[src/rtl/lfsr_prbs_gen.sv]
// Configurable LFSR PRBS generator with Fibonacci/Galois stepping, seed loading,
// zero-state recovery and period measurement against a reference seed.
module lfsr_prbs_gen #(
  parameter int               WIDTH = 24,
  parameter logic [WIDTH-1:0] TAPS  = 24'hE10000,
  parameter logic [WIDTH-1:0] SEED  = 24'h9F9000
) (
  input  logic             clk,
  input  logic             reset,
  input  logic             en,
  input  logic             load,
  input  logic [WIDTH-1:0] seed_in,
  input  logic             mode,
  output logic [WIDTH-1:0] lfsr_out,
  output logic             bit_out,
  output logic             period_tick,
  output logic [WIDTH-1:0] step_count,
  output logic [WIDTH-1:0] period_len,
  output logic             seed_err
);

  logic [WIDTH-1:0] state_q;
  logic [WIDTH-1:0] ref_q;
  logic [WIDTH-1:0] cnt_q;
  logic [WIDTH-1:0] len_q;
  logic             tick_q;
  logic             err_q;

  logic             fib_tap;
  logic [WIDTH-1:0] fib_next;
  logic [WIDTH-1:0] gal_next;
  logic [WIDTH-1:0] step_next;
  logic [WIDTH-1:0] load_val;
  logic             load_zero;
  logic             state_zero;
  logic             wrap;

  always_comb begin
    fib_tap    = ^(state_q & TAPS);
    fib_next   = {state_q[WIDTH-2:0], fib_tap};
    // Galois: rotate left, then fold the outgoing MSB into every tapped position.
    gal_next   = {state_q[WIDTH-2:0], state_q[WIDTH-1]}
               ^ ({TAPS[WIDTH-2:0], 1'b0} & {WIDTH{state_q[WIDTH-1]}});
    step_next  = mode ? gal_next : fib_next;
    load_zero  = (seed_in == '0);
    load_val   = load_zero ? SEED : seed_in;
    state_zero = (state_q == '0);
    wrap       = (step_next == ref_q);
  end

  always_ff @(posedge clk) begin
    if (reset) begin
      state_q <= SEED;
      ref_q   <= SEED;
      cnt_q   <= '0;
      len_q   <= '0;
      tick_q  <= 1'b0;
      err_q   <= 1'b0;
    end else begin
      tick_q <= 1'b0;
      err_q  <= 1'b0;
      if (load) begin
        state_q <= load_val;
        ref_q   <= load_val;
        cnt_q   <= '0;
        err_q   <= load_zero;
      end else if (en) begin
        if (state_zero) begin
          // All-zero is a lock-up state for XOR feedback; recover to SEED.
          state_q <= SEED;
          cnt_q   <= '0;
          err_q   <= 1'b1;
        end else begin
          state_q <= step_next;
          if (wrap) begin
            tick_q <= 1'b1;
            len_q  <= cnt_q + WIDTH'(1);
            cnt_q  <= '0;
          end else begin
            cnt_q <= cnt_q + WIDTH'(1);
          end
        end
      end
    end
  end

  assign lfsr_out    = state_q;
  assign bit_out     = state_q[WIDTH-1];
  assign period_tick = tick_q;
  assign step_count  = cnt_q;
  assign period_len  = len_q;
  assign seed_err    = err_q;

endmodule
[config.mk]
export PLATFORM = sky130hd
export DESIGN_NAME = lfsr_prbs_gen
export DESIGN_NICKNAME = d
export VERILOG_FILES = /design/src/rtl/lfsr_prbs_gen.sv
export SDC_FILE = /design/constraint.sdc
export NUM_CORES = 1
export LEC_CHECK = 0
export CORE_ASPECT_RATIO = 1.2
export CORE_MARGIN = 3
export CORE_UTILIZATION = 46
export DETAILED_ROUTE_END_ITERATION = 6
export HOLD_SLACK_MARGIN = 0.1
export MAX_ROUTING_LAYER = met4
export PLACE_DENSITY = 0.77
export RECOVER_POWER = 50
export SYNTH_ARGS = -nofsm -noshare
export SYNTH_HDL_FRONTEND = slang
export SYNTH_SLANG_ARGS = --single-unit
[constraint.sdc]
create_clock -name clk -period 5.3 [get_ports clk]
set_clock_uncertainty 0.05 [all_clocks]
set_input_delay 0.795 -clock clk [delete_from_list [all_inputs] [get_ports clk]]
set_output_delay 0.795 -clock clk [all_outputs]
set_load 0.05 [all_outputs]
# Word level (Yosys, flattened, before mapping)
# Cells that the tools add are included.
op_classes:
  reduce_logical: 7
  n_mux: 11
  n_bitwise: 4
  n_eq_ne: 1
  add_sub_neg: 1
op_table:
  columns: ["cell", "n"]
  rows:
  - ["$mux W24", 7]
  - ["$logic_not A24 Y1", 2]
  - ["$add A24 B1 Y24 const B", 1]
  - ["$eq A24 B24 Y1", 1]
  - ["$reduce_xor A24 Y1", 1]
  - ["$xor A24 B24 Y24", 1]
  - ["$mux W1", 4]
  - ["$reduce_and A4 Y1", 1]
  - ["$reduce_or A4 Y1", 1]
  - ["$not A1 Y1", 3]
  - ["$reduce_bool A2 Y1", 1]
  - ["$reduce_or A2 Y1", 1]
totals:
  ff_bits: 98
  inputBits: 29
  word_cells: 30

# Logic depth before layout (Yosys ltp)
logic_depth:
  ltp_word: 5
  mapped_depth: 9

# Worst setup path before layout
# No wires, ideal clock.
synth_timing:
  kind: "flip-flop to flip-flop"
  startpoint: "reg state_q[22], in the netlist lfsr_out[22]"
  endpoint: "reg len_q[18], in the netlist period_len[18]"
  setup_slack_ns: 2.626
  arrival_ns: 2.536
  required_time_ns: 5.162
  path_stages_with_launch: 10
  synth_period_minus_slack_ns: 2.674
  path_cell_list: "dfxtp_1 -> inv_1 -> ha_1 -> mux2i_1 -> xor2_1 -> nand4_1 -> nor4_4 -> buf_6 -> a21oi_1 -> a311oi_2"
synth_via:
  elab_chain_cells: 4
  elab_cells_between_ends: 7
  classes_between: "eq/ne: 1; mux: 1; bitwise: 2; reduce/logical: 3"
synth_lines:
  columns: ["item", "line_no", "source"]
  rows:
  - ["start: declaration", "22", "logic [WIDTH-1:0] state_q;"]
  - ["start signal: assignment", "63", "state_q <= load_val;"]
  - ["start signal: assignment", "74", "state_q <= step_next;"]
  - ["$reduce_xor A24 Y1 / $xor A24 B24 Y24 (equally long branches)", "39, 43", null]
  - ["$mux W24", "44", "step_next = mode ? gal_next : fib_next;"]
  - ["$eq A24 B24 Y1", "48", "wrap = (step_next == ref_q);"]
  - ["$reduce_and A4 Y1 (no source line) (*)", null, null]
  - ["end signal: assignment", "77", "len_q <= cnt_q + WIDTH'(1);"]
  - ["end: declaration", "25", "logic [WIDTH-1:0] len_q;"]
# Mark *: on every way between the ends. The rest lies on a longest branch, timed or not.
# A chain may end at the register's enable or synchronous reset.

# Worst setup path in the final report
layout_timing:
  startpoint: "in mode"
  endpoint: "reg len_q[9], in the netlist period_len[9]"
layout_via:
  elab_chain_cells: 3
layout_lines:
  columns: ["item", "line_no", "source"]
  rows:
  - ["start: declaration", "13", "input logic mode,"]
  - ["$mux W24", "44", null]
  - ["$eq A24 B24 Y1", "48", null]
  - ["$reduce_and A4 Y1 (no source line)", null, null]
# Every way passes these cells.

==> results.py <==
metrics = {
    "timing": {
        "tightest_slew_ns": 0.884,
        "fmax_ghz": 0.296,
        "whs_ns": 0.441,
        "setup_tns_ns": 0,
        "drv_slew": 0,
        "period_share_pct": 63.7,
        "setup_violations": 0,
        "period_minus_slack_ns": 3.38,
        "rsz0062_at_grt": "false",
        "hold_viol_final": 0,
        "slew_headroom_pct": 41.1,
    },
    "min_path": {
        "min_to": "ref_q[19]",
        "hold_depth": 1,
        "hold_path_class": "register to register",
        "worstHoldStart": "ref_q[19]",
    },
    "route": {
        "dr.first_iter.drc_count": 343,
        "post_drt_wl_per_cell_um": 18.4,
        "ant_nets": 0,
        "routed_wl_mm": 13.0,
        "vias_per_cell": 5.96,
        "drc": 0,
        "firstDrtPassIters": 5,
        "num_vias": 4218,
    },
    "synthesis": {
        "yosys_warnings": 0,
        "synth_edf_count": 0,
        "synth_nets": 523,
        "syn_area_per_cell_um2": 9.36,
        "ys_types": 60,
        "ys_async_sr_fraction_pct": 0,
        "ys_seq_area_share_pct": 42.6,
        "synthCells": 492,
        "yosys_most_used_dff": "dfxtp_1",
        "synth-seq-cells": 98,
        "netlist_area_um2": 4610,
    },
    "layout": {
        "instances_no_fill": 708,
        "final_common_cell": "dfxtp_1",
        "final_cell_mix": "dfxtp_1 (98), dlygate4sd3_1 (76), nor2_1 (47)",
        "drive_gt1_share_pct": 7.18,
        "fillCellCount": 841,
        "antennaDiodeCount": 0,
        "final_nets": 613,
        "ff_latch_area_um2": 1960,
        "final_core_util_pct": 61.8,
        "syn_to_final_growth_pct": 29.7,
        "multi_input_area_um2": 2440,
    },
    "global_routing": {
        "grt_pass1_wl_mm": 20.9,
        "grt_max_degree": 54,
        "antenna_found_initial": 0,
        "grt_pass1_vias": 3988,
        "overflow": 0,
        "grtUsageTotal_pct": 23.7,
    },
    "worst_setup_path": {
        "end_kind": "register",
        "cp.depth": 8,
        "critPathLaunchType": "primary input",
        "cpMaxStageDelayCell": "nor4_4",
        "timing.rr.start": "lfsr_out[22]",
        "r2r_slack_ns": 2.19,
        "rr_worst_depth": 9,
        "cp_num_buf_inv": 2,
        "crit_family": "simple AND/OR/NAND/NOR gates",
        "path_class": "primary input to register",
        "cp_slowest_stage_delay_ns": 0.70,
        "worstPathCellList": "clkdlybuf4s50_1 > mux2i_1 > xor2_1 > nand4_1 > nor4_4 > buf_4 > a21oi_1 > a311oi_1",
        "crit_fanout": 20,
        "crit_arrival_ns": 3.57,
        "timing.rr.end": "period_len[9]",
        "required_ns": 5.49,
    },
    "floorplanning": {
        "die_height_um": 116,
        "start_util_pct": 47.7,
        "rows": 39,
        "die_w_um": 97.3,
        "coreArea_um2": 9660,
        "die_area_um2": 11300,
        "io_pins": 104,
    },
    "clocking": {
        "cts_buffers": 9,
        "cts_sinks": 98,
        "clk_latency_ns": 0.34,
        "holdBufCountCts": 0,
        "cts_max_level": 3,
        "clk_pin_slew_worst_paths_ns": 0.06,
        "cts_tree": "done",
        "cts_buffer_depth": 2,
        "cts_root_buf": "clkbuf_16",
        "postCtsSetupRepairBufs": 0,
        "post_cts_resized": 0,
    },
    "power_and_ir_drop": {
        "irDropWorstVdd_mv": 0.222,
        "p_per_area_nw_per_um2": 283,
        "cellLeakagePower_uw": 0.00238,
    },
    "run_status": {
        "outcome": "completed",
    },
    "placement": {
        "hpwl_mm": 9.42,
        "port_buffers": 103,
        "dp.cells": 694,
        "place_congestion": 0.868,
    },
    "run": {
        "cap_violations": 0,
    },
}
## per-stage QoR
step,cell area [µm²],setup WS (ns),total power [µW]
3_5_place_dp,5680,1.60,1060
4_1_cts,5980,1.94,1700
2_1_floorplan,4610,2.63,964
3_3_place_gp,5680,1.76,1050
5_1_grt,5970,1.76,1740
6_report,5970,1.92,1690
## synthesized netlist by cell type, drive strengths merged (13+ instances only)
cell type	count	share of area [%]
a22o	19	3.6
dfxtp	98	43
nand2	30	2.4
mux2i	24	5.2
xor2	35	6.7
nor4	22	3.5
o21ai	20	2.2
nor2	47	3.8
clkbuf	23	2.5
a311oi	14	2.9
a21oi	27	2.9
nand3	13	1.7
## worst register-to-register path, cell delays in order (launching register included)
cell and delay (ns):
dfxtp_1 0.37, inv_1 0.08, ha_1 0.33, mux2i_1 0.26
xor2_1 0.20, nand4_1 0.31, nor4_4 0.70, buf_4 0.35
a21oi_1 0.10, a311oi_1 0.27
## cell families (layout without fill, tap and decap cells)
kind of cell	after synthesis	count (layout)	share of synthesized area (%)
flip-flops	98	98	42.6
XOR/XNOR	47	47	9.40
AND/OR/NAND/NOR	160	160	18.5
buffers and inverters	41	134	4.56
multiplexers	24	24	5.22
AO/OA/AOI/OAI	120	120	19.2
adder cells (fa/ha/maj)	2	2	0.543
## report_power, final
part	switching, µW	total, µW	internal [µW]	leakage [µW]
registers	32.2	794	762	0.000800
logic	148	242	93.6	0.00143
clock network	269	654	385	0.000147
## state kept, by name, indices dropped and copies added, names as in the netlist
register     count
period_len      24
seed_err         1
step_count      24
period_tick      1
lfsr_out        24
ref_q           24
## worst max-delay path by stage
stage,slack [ns],end,start
6_report,1.92,period_len[9],mode
5_1_grt,1.76,period_len[12],mode
4_1_cts,1.94,period_len[0],mode
3_5_place_dp,1.60,period_len[0],mode
3_3_place_gp,1.76,period_len[14],mode
2_1_floorplan,2.63,period_len[18],lfsr_out[22]
## layout make-up
type	count	area share, %
clock buffer	11	4.23
clock inverter	3	0.670
inverter	8	0.503
multi-input combinational	353	40.8
sequential	98	32.8
tap	123	2.58
timing repair buffer	112	18.3
## per-layer routing
metal	track usage [%]	wire [µm]
met3	4.27	838
met1	29.6	5560
met5	-	0
met4	8.03	205
met2	39.3	6400
(Power assumes the default switching activity.)
